[config.mk]
export PLATFORM = sky130hd
export DESIGN_NAME = acu_mac_seq
export DESIGN_NICKNAME = d
export VERILOG_FILES = /design/src/rtl/acu_pkg.sv /design/src/rtl/acu_mac_seq_acu.sv /design/src/rtl/acu_mac_seq.sv
export SDC_FILE = /design/constraint.sdc
export NUM_CORES = 1
export LEC_CHECK = 0
export ABC_AREA = 1
export CAP_MARGIN = 20
export CORE_ASPECT_RATIO = 0.5
export CORE_MARGIN = 2
export CORE_UTILIZATION = 45
export CTS_CLUSTER_SIZE = 30
export DETAILED_ROUTE_END_ITERATION = 8
export SETUP_SLACK_MARGIN = 0.2
export SKIP_CTS_REPAIR_TIMING = 1
export SYNTH_ARGS = -nofsm -noshare
export SYNTH_HDL_FRONTEND = slang
export SYNTH_SLANG_ARGS = --single-unit
[constraint.sdc]
create_clock -name clk_i -period 12.7 [get_ports clk_i]
set_clock_uncertainty 0.05 [all_clocks]
set_input_delay 1.905 -clock clk_i [delete_from_list [all_inputs] [get_ports clk_i]]
set_output_delay 1.905 -clock clk_i [all_outputs]
set_load 0.02 [all_outputs]
[src/rtl/acu_pkg.sv]
// Shared opcodes, ACU selects and FSM encoding for the
// accumulate/multiply sequencer.
package acu_pkg;

  localparam logic [1:0] OP_ADD   = 2'b00;
  localparam logic [1:0] OP_MUL   = 2'b01;
  localparam logic [1:0] OP_MAC   = 2'b10;
  localparam logic [1:0] OP_LDACC = 2'b11;

  localparam logic [3:0] SEL_ADD = 4'd0;
  localparam logic [3:0] SEL_MUL = 4'd1;
  localparam logic [3:0] SEL_MAC = 4'd4;

  typedef enum logic [1:0] {
    S_IDLE,
    S_EXEC1,
    S_EXEC2,
    S_RESP
  } state_e;

  typedef struct packed {
    logic [1:0]  op;
    logic [31:0] a;
    logic [31:0] b;
  } cmd_t;

endpackage

[src/rtl/acu_mac_seq_acu.sv]
// Arithmetic core: wide adder and squaring multiplier
// selected by sel_i.
module acu_mac_seq_acu
  import acu_pkg::*;
(
  input  logic [31:0] a_i,
  input  logic [31:0] b_i,
  input  logic [31:0] acc_i,
  input  logic [3:0]  sel_i,
  output logic [32:0] xsum_o,
  output logic [31:0] xprod_o
);

  logic [31:0] sq;

  assign sq = a_i * a_i;

  always_comb begin
    xsum_o  = '0;
    xprod_o = '0;
    unique case (sel_i)
      SEL_ADD: xsum_o = {1'b0, a_i} + {1'b0, b_i};
      SEL_MUL: xprod_o = sq;
      SEL_MAC: begin
        xprod_o = sq;
        xsum_o  = {1'b0, acc_i} + {1'b0, sq};
      end
      default: ;
    endcase
  end

endmodule

[src/rtl/acu_mac_seq.sv]
// Command sequencer around the ACU: ADD, MUL (square),
// MAC into accumulator, and accumulator load.
module acu_mac_seq
  import acu_pkg::*;
#(
  parameter bit SAT_EN = 1'b0
) (
  input  logic        clk_i,
  input  logic        rst_ni,
  input  logic        cmd_valid_i,
  output logic        cmd_ready_o,
  input  logic [1:0]  cmd_op_i,
  input  logic [31:0] cmd_a_i,
  input  logic [31:0] cmd_b_i,
  output logic        rsp_valid_o,
  input  logic        rsp_ready_i,
  output logic [31:0] rsp_data_o,
  output logic        rsp_carry_o,
  output logic [31:0] acc_o,
  output logic        busy_o
);

  state_e      state_q;
  cmd_t        cmd_q;
  logic [31:0] acc_q;
  logic [31:0] prod_q;
  logic [31:0] rsp_data_q;
  logic        rsp_carry_q;

  logic [31:0] acu_a;
  logic [31:0] acu_b;
  logic [3:0]  acu_sel;
  logic [32:0] xsum;
  logic [31:0] xprod;

  // ACU operands come only from registered state.
  always_comb begin
    acu_a   = '0;
    acu_b   = '0;
    acu_sel = SEL_ADD;
    unique case (state_q)
      S_EXEC1: begin
        unique case (cmd_q.op)
          OP_ADD: begin
            acu_a = cmd_q.a;
            acu_b = cmd_q.b;
          end
          OP_MUL, OP_MAC: begin
            acu_a   = cmd_q.a;
            acu_sel = SEL_MUL;
          end
          default: ;
        endcase
      end
      S_EXEC2: begin
        acu_a = prod_q;
        acu_b = acc_q;
      end
      default: ;
    endcase
  end

  acu_mac_seq_acu u_acu (
    .a_i    (acu_a),
    .b_i    (acu_b),
    .acc_i  (acc_q),
    .sel_i  (acu_sel),
    .xsum_o (xsum),
    .xprod_o(xprod)
  );

  always_ff @(posedge clk_i) begin
    if (!rst_ni) begin
      state_q     <= S_IDLE;
      cmd_q       <= '0;
      acc_q       <= '0;
      prod_q      <= '0;
      rsp_data_q  <= '0;
      rsp_carry_q <= 1'b0;
    end else begin
      unique case (state_q)
        S_IDLE: begin
          if (cmd_valid_i) begin
            cmd_q   <= '{op: cmd_op_i, a: cmd_a_i, b: cmd_b_i};
            state_q <= S_EXEC1;
          end
        end
        S_EXEC1: begin
          unique case (cmd_q.op)
            OP_ADD: begin
              rsp_data_q  <= xsum[31:0];
              rsp_carry_q <= xsum[32];
              state_q     <= S_RESP;
            end
            OP_MUL: begin
              rsp_data_q  <= xprod;
              rsp_carry_q <= 1'b0;
              state_q     <= S_RESP;
            end
            OP_MAC: begin
              prod_q  <= xprod;
              state_q <= S_EXEC2;
            end
            default: begin
              acc_q       <= cmd_q.a;
              rsp_data_q  <= cmd_q.a;
              rsp_carry_q <= 1'b0;
              state_q     <= S_RESP;
            end
          endcase
        end
        S_EXEC2: begin
          if (SAT_EN && xsum[32]) begin
            acc_q      <= 32'hFFFF_FFFF;
            rsp_data_q <= 32'hFFFF_FFFF;
          end else begin
            acc_q      <= xsum[31:0];
            rsp_data_q <= xsum[31:0];
          end
          rsp_carry_q <= xsum[32];
          state_q     <= S_RESP;
        end
        default: begin
          if (rsp_ready_i) state_q <= S_IDLE;
        end
      endcase
    end
  end

  // Handshake flags are forced low while reset is held.
  assign cmd_ready_o = rst_ni && (state_q == S_IDLE);
  assign rsp_valid_o = rst_ni && (state_q == S_RESP);
  assign busy_o      = rst_ni && (state_q != S_IDLE);
  assign rsp_data_o  = rsp_data_q;
  assign rsp_carry_o = rsp_carry_q;
  assign acc_o       = acc_q;

endmodule

Word level (Yosys, flattened, before mapping) --
Index checks and enable logic that the tools add are counted.
Storage, ports and cells: flip-flop bits (word level) 165, input bits 70, logic and storage cells 56
Cells by class: add/subtract/negate cells 2, $mul 1, equality and inequality tests 10, mux-type cells 18, reduce and logical (&&, ||, !) cells 17
Operators by type and width (number):
- $pmux W32 S2 | 4
- $mux W32 | 4
- $pmux W32 S3 | 1
- $add A32 B32 Y33 | 2
- $pmux W33 S2 | 1
- $mul A32 B32 Y32 | 1
- $reduce_and A2 Y1 | 5
- $eq A2 B2 Y1 const B | 3
- $ne A2 B2 Y1 const B | 3
- $pmux W2 S3 | 1
- $eq A2 B1 Y1 const B | 2
- $logic_not A2 Y1 | 2
- $logic_not A4 Y1 | 1
- $mux W2 | 2
- $pmux W1 S2 | 2
- $reduce_bool A2 Y1 | 2
- $reduce_bool A4 Y1 | 1
- $reduce_or A2 Y1 | 2
- $eq A1 B3 Y1 const B | 1
- $logic_and A1 B1 Y1 | 3
- $mux W1 | 3
- $reduce_or A3 Y1 | 1
- $eq A1 B1 Y1 const B | 1

Logic depth before layout (Yosys ltp) --
Gate-level depths: netlist of run 1.
word-level depth 9, depth in mapped cells 45, gate-level depth less buffers 44

Cells and area by module --
A second synthesis of run 1 with hierarchy kept.
Second synthesis, totals: cells, all modules 3848, area total of the unflattened synthesis 26738.1 µm²
Modules (own cells, without submodules):
- acu_mac_seq_acu | instances 1, cells an instance 2526, area an instance 18462.7 µm², seq. area each 0.0 µm²
- acu_mac_seq | instances 1, cells an instance 1322, area an instance 8275.4 µm², seq. area each 3303.2 µm²

Least setup slack after synthesis of run 1 --
Ideal clock, no wire load.
path kind flip-flop to flip-flop, from reg state_q[0], to reg rsp_data_q[29], in the netlist rsp_data_o[29], library setup time 0.119 ns, arrival 7.955 ns, path slack 4.576 ns, stages on the path, launching flop included 42, period minus slack after synthesis 8.124 ns, cell sequence dfxtp_1 -> inv_1 -> ha_1 -> buf_2 -> buf_4 -> buf_4 -> clkbuf_1 -> nand2_1 -> clkbuf_1 -> inv_1 -> nand2_1 -> fa_1 -> inv_1 -> fa_1 -> inv_1 -> fa_1 -> fa_1 -> inv_1 -> [6 not listed] -> ha_1 -> nand2_1 -> inv_1 -> nand2_1 -> nor3_1 -> nand4_1 -> nand3_1 -> nand2_1 -> o211ai_1 -> nand2_1 -> nand2_1 -> nand2_1 -> nand2_1 -> a21oi_1 -> o21ai_0 -> nor2_1 -> nor2_1 -> a21oi_1
Between the ends: cells in the longest elaborated chain, start to end 7
Ends and longest elaborated chain:
- from (decl) | RTL line acu_mac_seq.sv:23 | state_e state_q;
- from (signal assigned) | RTL line acu_mac_seq.sv:74 | state_q <= S_IDLE;
- from (signal assigned) | RTL line acu_mac_seq.sv:85 | state_q <= S_EXEC1;
- from (signal assigned) | RTL line acu_mac_seq.sv:93 | state_q <= S_RESP;
- $eq A2 B2 Y1 or $eq A2 B1 Y1 (tied branches) | RTL line acu_mac_seq.sv:41, acu_mac_seq.sv:81
- $pmux W32 S2 or $mux W1 (tied branches) | RTL line acu_mac_seq.sv:41 | unique case (state_q)
- $mul A32 B32 Y32, or another cell as far along | RTL line acu_mac_seq_acu.sv:16 | assign sq = a_i * a_i;
- $add A32 B32 Y33 or $reduce_or A2 Y1 (tied branches)
- $pmux W33 S2 or $mux W32 (tied branches) | RTL line acu_mac_seq_acu.sv:21 | unique case (sel_i)
- $pmux W32 S3 | RTL line acu_mac_seq.sv:89 | unique case (cmd_q.op)
- $pmux W32 S2 | RTL line acu_mac_seq.sv:81 | unique case (state_q)
- to (signal assigned) | RTL line acu_mac_seq.sv:91 | rsp_data_q <= xsum[31:0];
- to (signal assigned) | RTL line acu_mac_seq.sv:96 | rsp_data_q <= xprod;
- to (signal assigned) | RTL line acu_mac_seq.sv:106 | rsp_data_q <= cmd_q.a;
- to (decl) | RTL line acu_mac_seq.sv:27 | logic [31:0] rsp_data_q;
Several ways; a longest one is shown, not always the timed one. A chain may end at the register's enable or synchronous reset.

Worst setup path in the final report of run 1 --
from reg state_q[1], to reg rsp_data_q[24], in the netlist rsp_data_o[24]
The elaborated chain is that of the path after synthesis.

==> metrics.txt, run 1 <==
status=completed; Remaining DRCs=0; Critical Path Source Type=flip-flop; R2R Path Start=state_q[1]; root buffer cell=clkbuf_16; Worst-path clk slew=0.08 ns; first-pass detailed-route iteration total=8; gr usage total=33.70%; Leakage=12.95 nW; core area=52120 µm²; top post-synthesis cells by area=fa_1 31%, dfxtp_1 14%, inv_1 9.9%; crit path kind=flip-flop to flip-flop; Synth area leader=fa_1; synth unique cells=50; top cell type's share of synthesized area=30.68%; commonest cells in the netlist=627 x inv_1, 489 x nand2_1, 424 x nor2_1, 365 x fa_1, 244 x a21oi_1; Starting Density=45.70%; largest net degree at the start of global routing=86; Comb power frac=50.9%; worst path required time=12.99 ns; crit share post-route=84.11%; setup TNS=0 ns; fill count=5266; Setup crit end kind=flip-flop; via count=22310; layout cells sized above 1=3.932%; syn_nets=3820; fin. max-slew vios=0; Power Dens Cells=104.4 nW/µm²; YS warnings=0; Syn Inst Count=3216; worst vdd ir=0.0001168 V; Mapped Avg Cell Area=7.406 µm²; hold_sp=prod_q[13]; P_sw=1.438 mW; Final WS setup=2.018 ns; die area=54900 µm²; nets=3872; final WL=91.56 mm; average wire per standard cell=22.99 µm; Max Root-Sink Buffers=2; RSZ-0062 raised after global routing=no; Area Overhead vs Synth=10.63%; Hold Path Class=flip-flop to flip-flop; main flop type after synthesis=dfxtp_1; pre-CTS setup slack=2.521 ns; Initial DRC Count=2843; crit-path max FO=32; CP arrival=10.97 ns; Die Y=166.7 µm; CTS buffer count=17; CTS sink cnt=164; Max-Cap Viols=0; worst skew pair latency=0.45 ns; slowest stage cell on the critical path=nor2_1; Seq/Total Area, Yosys=13.78%; most common cell in the synthesized netlist=inv_1; Hold Violations, Final=0; Max stage delay on crit path=0.83 ns; sequential power share=28.6%; Mapped Area=23820 µm²; Clock power frac=20.5%; post-DP HPWL=73.60 mm; Via density=5.602; initial antenna violation count=4; Worst Max-Slew Pin Slew=1.051 ns; I/O pin total=138; RD Place Congestion=1.006; Setup-failing EPs final=0; grt ovf=0; first-pass GRT wire length=137.7 mm; Rows=59; normalized max-slew margin=29.69%; Post-DRT Antenna Nets=0; synthesized flop and latch total=164; CTS H-Tree Depth=4; crit path time final=10.68 ns; CTS tree=yes; port bufs=137; Switching Fraction=52.25%; Max Fclk=0.09362 GHz; Die X=329.4 µm; Async S/R FF share, synth=0%; number of synthesized flops with an enable pin=0; Power Internal=1.314 mW; crit path from=state_q[1]; vias in the first global route=22080
[cells in the final DEF, fill, tap and decap left out, drive strengths merged, types with 2 or more instances in the layout]
| cell | netlist | layout |
|---|---|---|
| or2 | 18 | 18 |
| a31o | 4 | 4 |
| nand2 | 508 | 508 |
| a21boi | 2 | 2 |
| xor2 | 16 | 16 |
| nand4 | 41 | 41 |
| dfxtp | 164 | 164 |
| a211oi | 2 | 2 |
| ha | 169 | 169 |
| clkbuf | 102 | 17 |
| a41oi | 4 | 4 |
| nand3 | 153 | 153 |
| o31ai | 4 | 4 |
| inv | 632 | 642 |
| o221a | 2 | 2 |
| fa | 365 | 365 |
| o21ai | 212 | 212 |
| nor4 | 5 | 5 |
| a221oi | 7 | 7 |
| clkinv | 6 | 11 |
| buf | 28 | 27 |
| a21oi | 245 | 245 |
| xnor2 | 9 | 9 |
| o21bai | 6 | 6 |
| o211ai | 9 | 9 |
| nor3 | 20 | 20 |
| a21o | 7 | 7 |
| nor2 | 432 | 432 |
| o2111ai | 4 | 4 |
| a31oi | 21 | 21 |
| clkdlybuf4s50 | 0 | 136 |
| nand3b | 3 | 3 |
| o221ai | 7 | 7 |
| o21a | 5 | 5 |
[flip-flops by register name, summed over array words and instances, names as in the netlist]
name and cells:
acc_o 32, cmd_q 66, prod_q 31, rsp_carry_o 1, rsp_data_o 32, state_q 2
[power by group through the flow]
stage | registers [mW] | clock network, mW | logic (mW)
floorplan | 0.786 | 0 | 0.794
global placement | 0.791 | 0 | 1.35
finish | 0.786 | 0.564 | 1.40
detailed placement | 0.790 | 0 | 1.35
global route | 0.794 | 0.585 | 1.49
CTS | 0.780 | 0.566 | 1.36
[worst max-delay path: cells and delay by family (launching register included)]
family                     cells  cell delay [ns]
and+or+nand+nor                9             2.40
adders and majority gates     10             4.69
AOI/OAI and AO/OA              6             1.71
DFF                            1             0.38
xor gates and xnor gates       1             0.11
buffers and inverters          7             1.21
[layout make-up]
type | count | area, µm² | area share, %
antenna | 1 | 2.502 | 0.009496
clock buffer | 17 | 425.4 | 1.614
clock inverter | 15 | 206.4 | 0.7834
inverter | 638 | 2395 | 9.088
multi-input combinational | 2284 | 17600 | 66.78
sequential | 164 | 3283 | 12.46
tap | 701 | 877.1 | 3.328
timing repair buffer | 163 | 1564 | 5.935
[cell families (layout without fill, tap and decap cells)]
kind of cell | count (synthesis) | after routing | share of synthesized area, %
xor gates and xnor gates | 25 | 25 | 0.9193
AOI/OAI and AO/OA | 545 | 545 | 12.54
other | 0 | 1 | 0
DFF | 164 | 164 | 13.78
adders and majority gates | 534 | 534 | 39.55
buffers and inverters | 768 | 833 | 12.48
and+or+nand+nor | 1180 | 1180 | 20.72
[routing by layer]
layer | global-route usage, % | share of wire (%) | vias to the layer above
met2 | 49.31 | 42 | 1221
met4 | 9.209 | 3.0 | 4
li1 | - | - | 10150
met5 | 0 | 0.022 | -
met3 | 8.791 | 12 | 168
met1 | 49.01 | 44 | 10770
[final timing paths]
kind	end	cells after the start	slack, ns
worst min register to register	prod_q[13]	2	0.42
worst max register to register	rsp_data_o[24]	33	2.02
worst min-delay path	prod_q[13]	2	0.42
worst max-delay path	rsp_data_o[24]	33	2.02
[metrics by stage]
stage               area, µm²  hold WS, ns  util (%)  instances  total power, mW
finish                  26350       0.4217     50.56       3983            2.752
global route            26350       0.4293     50.56       3982            2.872
CTS                     26350       0.4167     50.56       3982            2.706
detailed placement      25720       0.4053     49.34       3950            2.142
global placement        25720       0.4028     49.34       3950            2.138
floorplan               23820       0.3795         -       3216            1.580
Power figures use the tool's default switching activity.
==> run 2, diff against run 1 <==
- PLACE_DENSITY: unset -> 0.65
- clock period: 12.7 -> 9.65 ns (I/O delays scaled with it)
==> metrics.txt, run 2 (same netlist as run 1, synthesis figures left out) <==
worst vdd ir=0.0001344 V (+15%); Starting Density=45.70% (unchanged); pre-CTS setup slack=-0.04175 ns (-2.562 ns); vias in the first global route=21450 (-2.8%); grt ovf=0 (unchanged); Power Dens Cells=138.0 nW/µm² (+32%); Critical Path Source Type=flip-flop; final instance area=26670 µm² (+1.2%); hold_sp=prod_q[3]; Remaining DRCs=0 (unchanged); Hold Violations, Final=0 (unchanged); I/O pin total=138 (unchanged); crit share post-route=94.90% (+11 points); average wire per standard cell=22.43 µm (-2.4%); layout cells sized above 1=5.122% (+1.2 points); nets=3910 (+0.98%); largest net degree at the start of global routing=86 (unchanged); Max Root-Sink Buffers=2 (unchanged); most frequent cells in the layout=627 x inv_1, 487 x nand2_1, 422 x nor2_1; Initial DRC Count=2625 (-7.7%); port bufs=137 (unchanged); Via density=5.536 (-1.2%); worst path required time=9.94 ns (-3.05 ns); post-DP HPWL=74.17 mm (+0.77%); crit path time final=9.158 ns (-1.524 ns); crit-path max FO=31 (-3.1%); Top cell by count, worst path=fa_1; CTS tree=yes; Max stage delay on crit path=0.57 ns (-0.26 ns); final WL=90.20 mm (-1.5%); Worst-path clk slew=0.08 ns (about the same); Largest Register=cmd_q; Worst Max-Slew Pin Slew=1.034 ns (-0.01637 ns); first-pass GRT wire length=135.1 mm (-1.9%); worst skew pair latency=0.45 ns (about the same); initial antenna violation count=3 (-1); RSZ-0062 raised after global routing=no; via count=22270 (-0.22%); Max-Cap Viols=0 (unchanged); Rows=59 (unchanged); Worst R2R Setup Slack=0.49 ns (-1.53 ns); RD Place Congestion=0.9932 (-1.3%); critical path's top delay family=adder cells; sequential power share=28.0% (-0.6 points); Die X=329.4 µm (unchanged); crit path from=cmd_q[64]; CTS buffer count=17 (unchanged); R2R Path Start=cmd_q[64]; Max Fclk=0.1092 GHz (+17%); hold worst-path end=prod_q[3]; core area=52120 µm² (unchanged); Hold Path Class=flip-flop to flip-flop; placed inst area=26020 µm² (+1.2%); P_sw=1.894 mW (+32%); root buffer cell=clkbuf_16; die area=54900 µm² (unchanged); first-pass detailed-route iteration total=8 (unchanged); CTS sink cnt=164 (unchanged); Switching Fraction=51.47% (-0.78 points); crit path kind=flip-flop to flip-flop; Leakage=13.14 nW (+1.4%); r2r worst-path depth=27 (-18%); Largest register FFs=66 (unchanged); Setup-failing EPs final=0 (unchanged); Clock power frac=20.3% (-0.2 points); Setup crit end kind=flip-flop; status=completed; Final WS setup=0.4921 ns (-1.526 ns); Comb power frac=51.7% (+0.8 points); CTS H-Tree Depth=4 (unchanged); slowest stage cell on the critical path=fa_1; Power Internal=1.786 mW (+36%); commonest non-fill, non-tap cell in the layout=inv_1; capturing point of the worst reg2reg path=rsp_data_o[24]; Die Y=166.7 µm (unchanged); WP buf/inv=3 (-4); Area Overhead vs Synth=11.99%; normalized max-slew margin=30.31% (+0.62 points); gr usage total=33.07% (-0.62 points); CP arrival=9.44 ns (-1.53 ns); fin. max-slew vios=0 (unchanged); Post-DRT Antenna Nets=0 (unchanged); Min-Delay Path Depth=2 (unchanged)
[run 2: how the worst max path moves through the flow]
stage / endpoint / slack [ns] / depth (start not counted)
finish: rsp_data_o[24] / 0.49 / 27
global route: rsp_data_o[22] / 0.19 / 31
CTS: rsp_data_o[24] / -0.09 / 31
detailed placement: rsp_data_o[24] / -0.04 / 31
global placement: rsp_data_o[24] / 0.28 / 31
floorplan: rsp_data_o[29] / 1.53 / 41
[run 2: per-stage QoR]
stage          hold slack [ns]  TNS (ns)  total power, mW  instances  utilization, %
3_5_place_dp            0.4097  -0.04175            2.876       3988           49.92
3_3_place_gp            0.4059         0            2.861       3988           49.92
4_1_cts                 0.4211  -0.08943            3.620       4020           51.13
2_1_floorplan           0.3795         0            2.079       3216               -
5_1_grt                 0.4404         0            3.836       4020           51.17
6_report                0.4228         0            3.680       4022           51.18
[run 2: layer usage]
layer	up-vias	global-route usage (%)	part of all wire, %
met5	-	0	0
met2	1154	48.84	42
li1	10210	-	-
met4	0	9.249	2.9
met3	138	7.016	11
met1	10770	48.70	43
[run 2: power groups by stage]
| stage | logic, mW | clock network (mW) | registers (mW) |
|---|---|---|---|
| after floorplan | 1.04 | 0 | 1.03 |
| after global placement | 1.83 | 0 | 1.03 |
| after detailed placement | 1.85 | 0 | 1.03 |
| after CTS | 1.85 | 0.747 | 1.02 |
| after global routing | 2.03 | 0.771 | 1.04 |
| final | 1.90 | 0.748 | 1.03 |
[run 2: layout make-up]
| class | count | area (µm²) |
|---|---|---|
| antenna | 2 | 5.005 |
| clock buffer | 17 | 425.4 |
| clock inverter | 15 | 207.7 |
| fill | 5279 | 25440 |
| inverter | 638 | 2395 |
| multi-input combinational | 2284 | 17620 |
| sequential | 164 | 3283 |
| tap | 701 | 877.1 |
| timing repair buffer | 201 | 1862 |
[run 2: worst register-to-register path, delay by kind of cell, from the launching register on]
family / cells / cell delay [ns]
AND/OR/NAND/NOR: 8 / 1.79
flip-flops: 1 / 0.33
buffers and inverters: 3 / 0.53
adder cells (fa/ha/maj): 10 / 4.70
AO/OA/AOI/OAI: 6 / 1.65
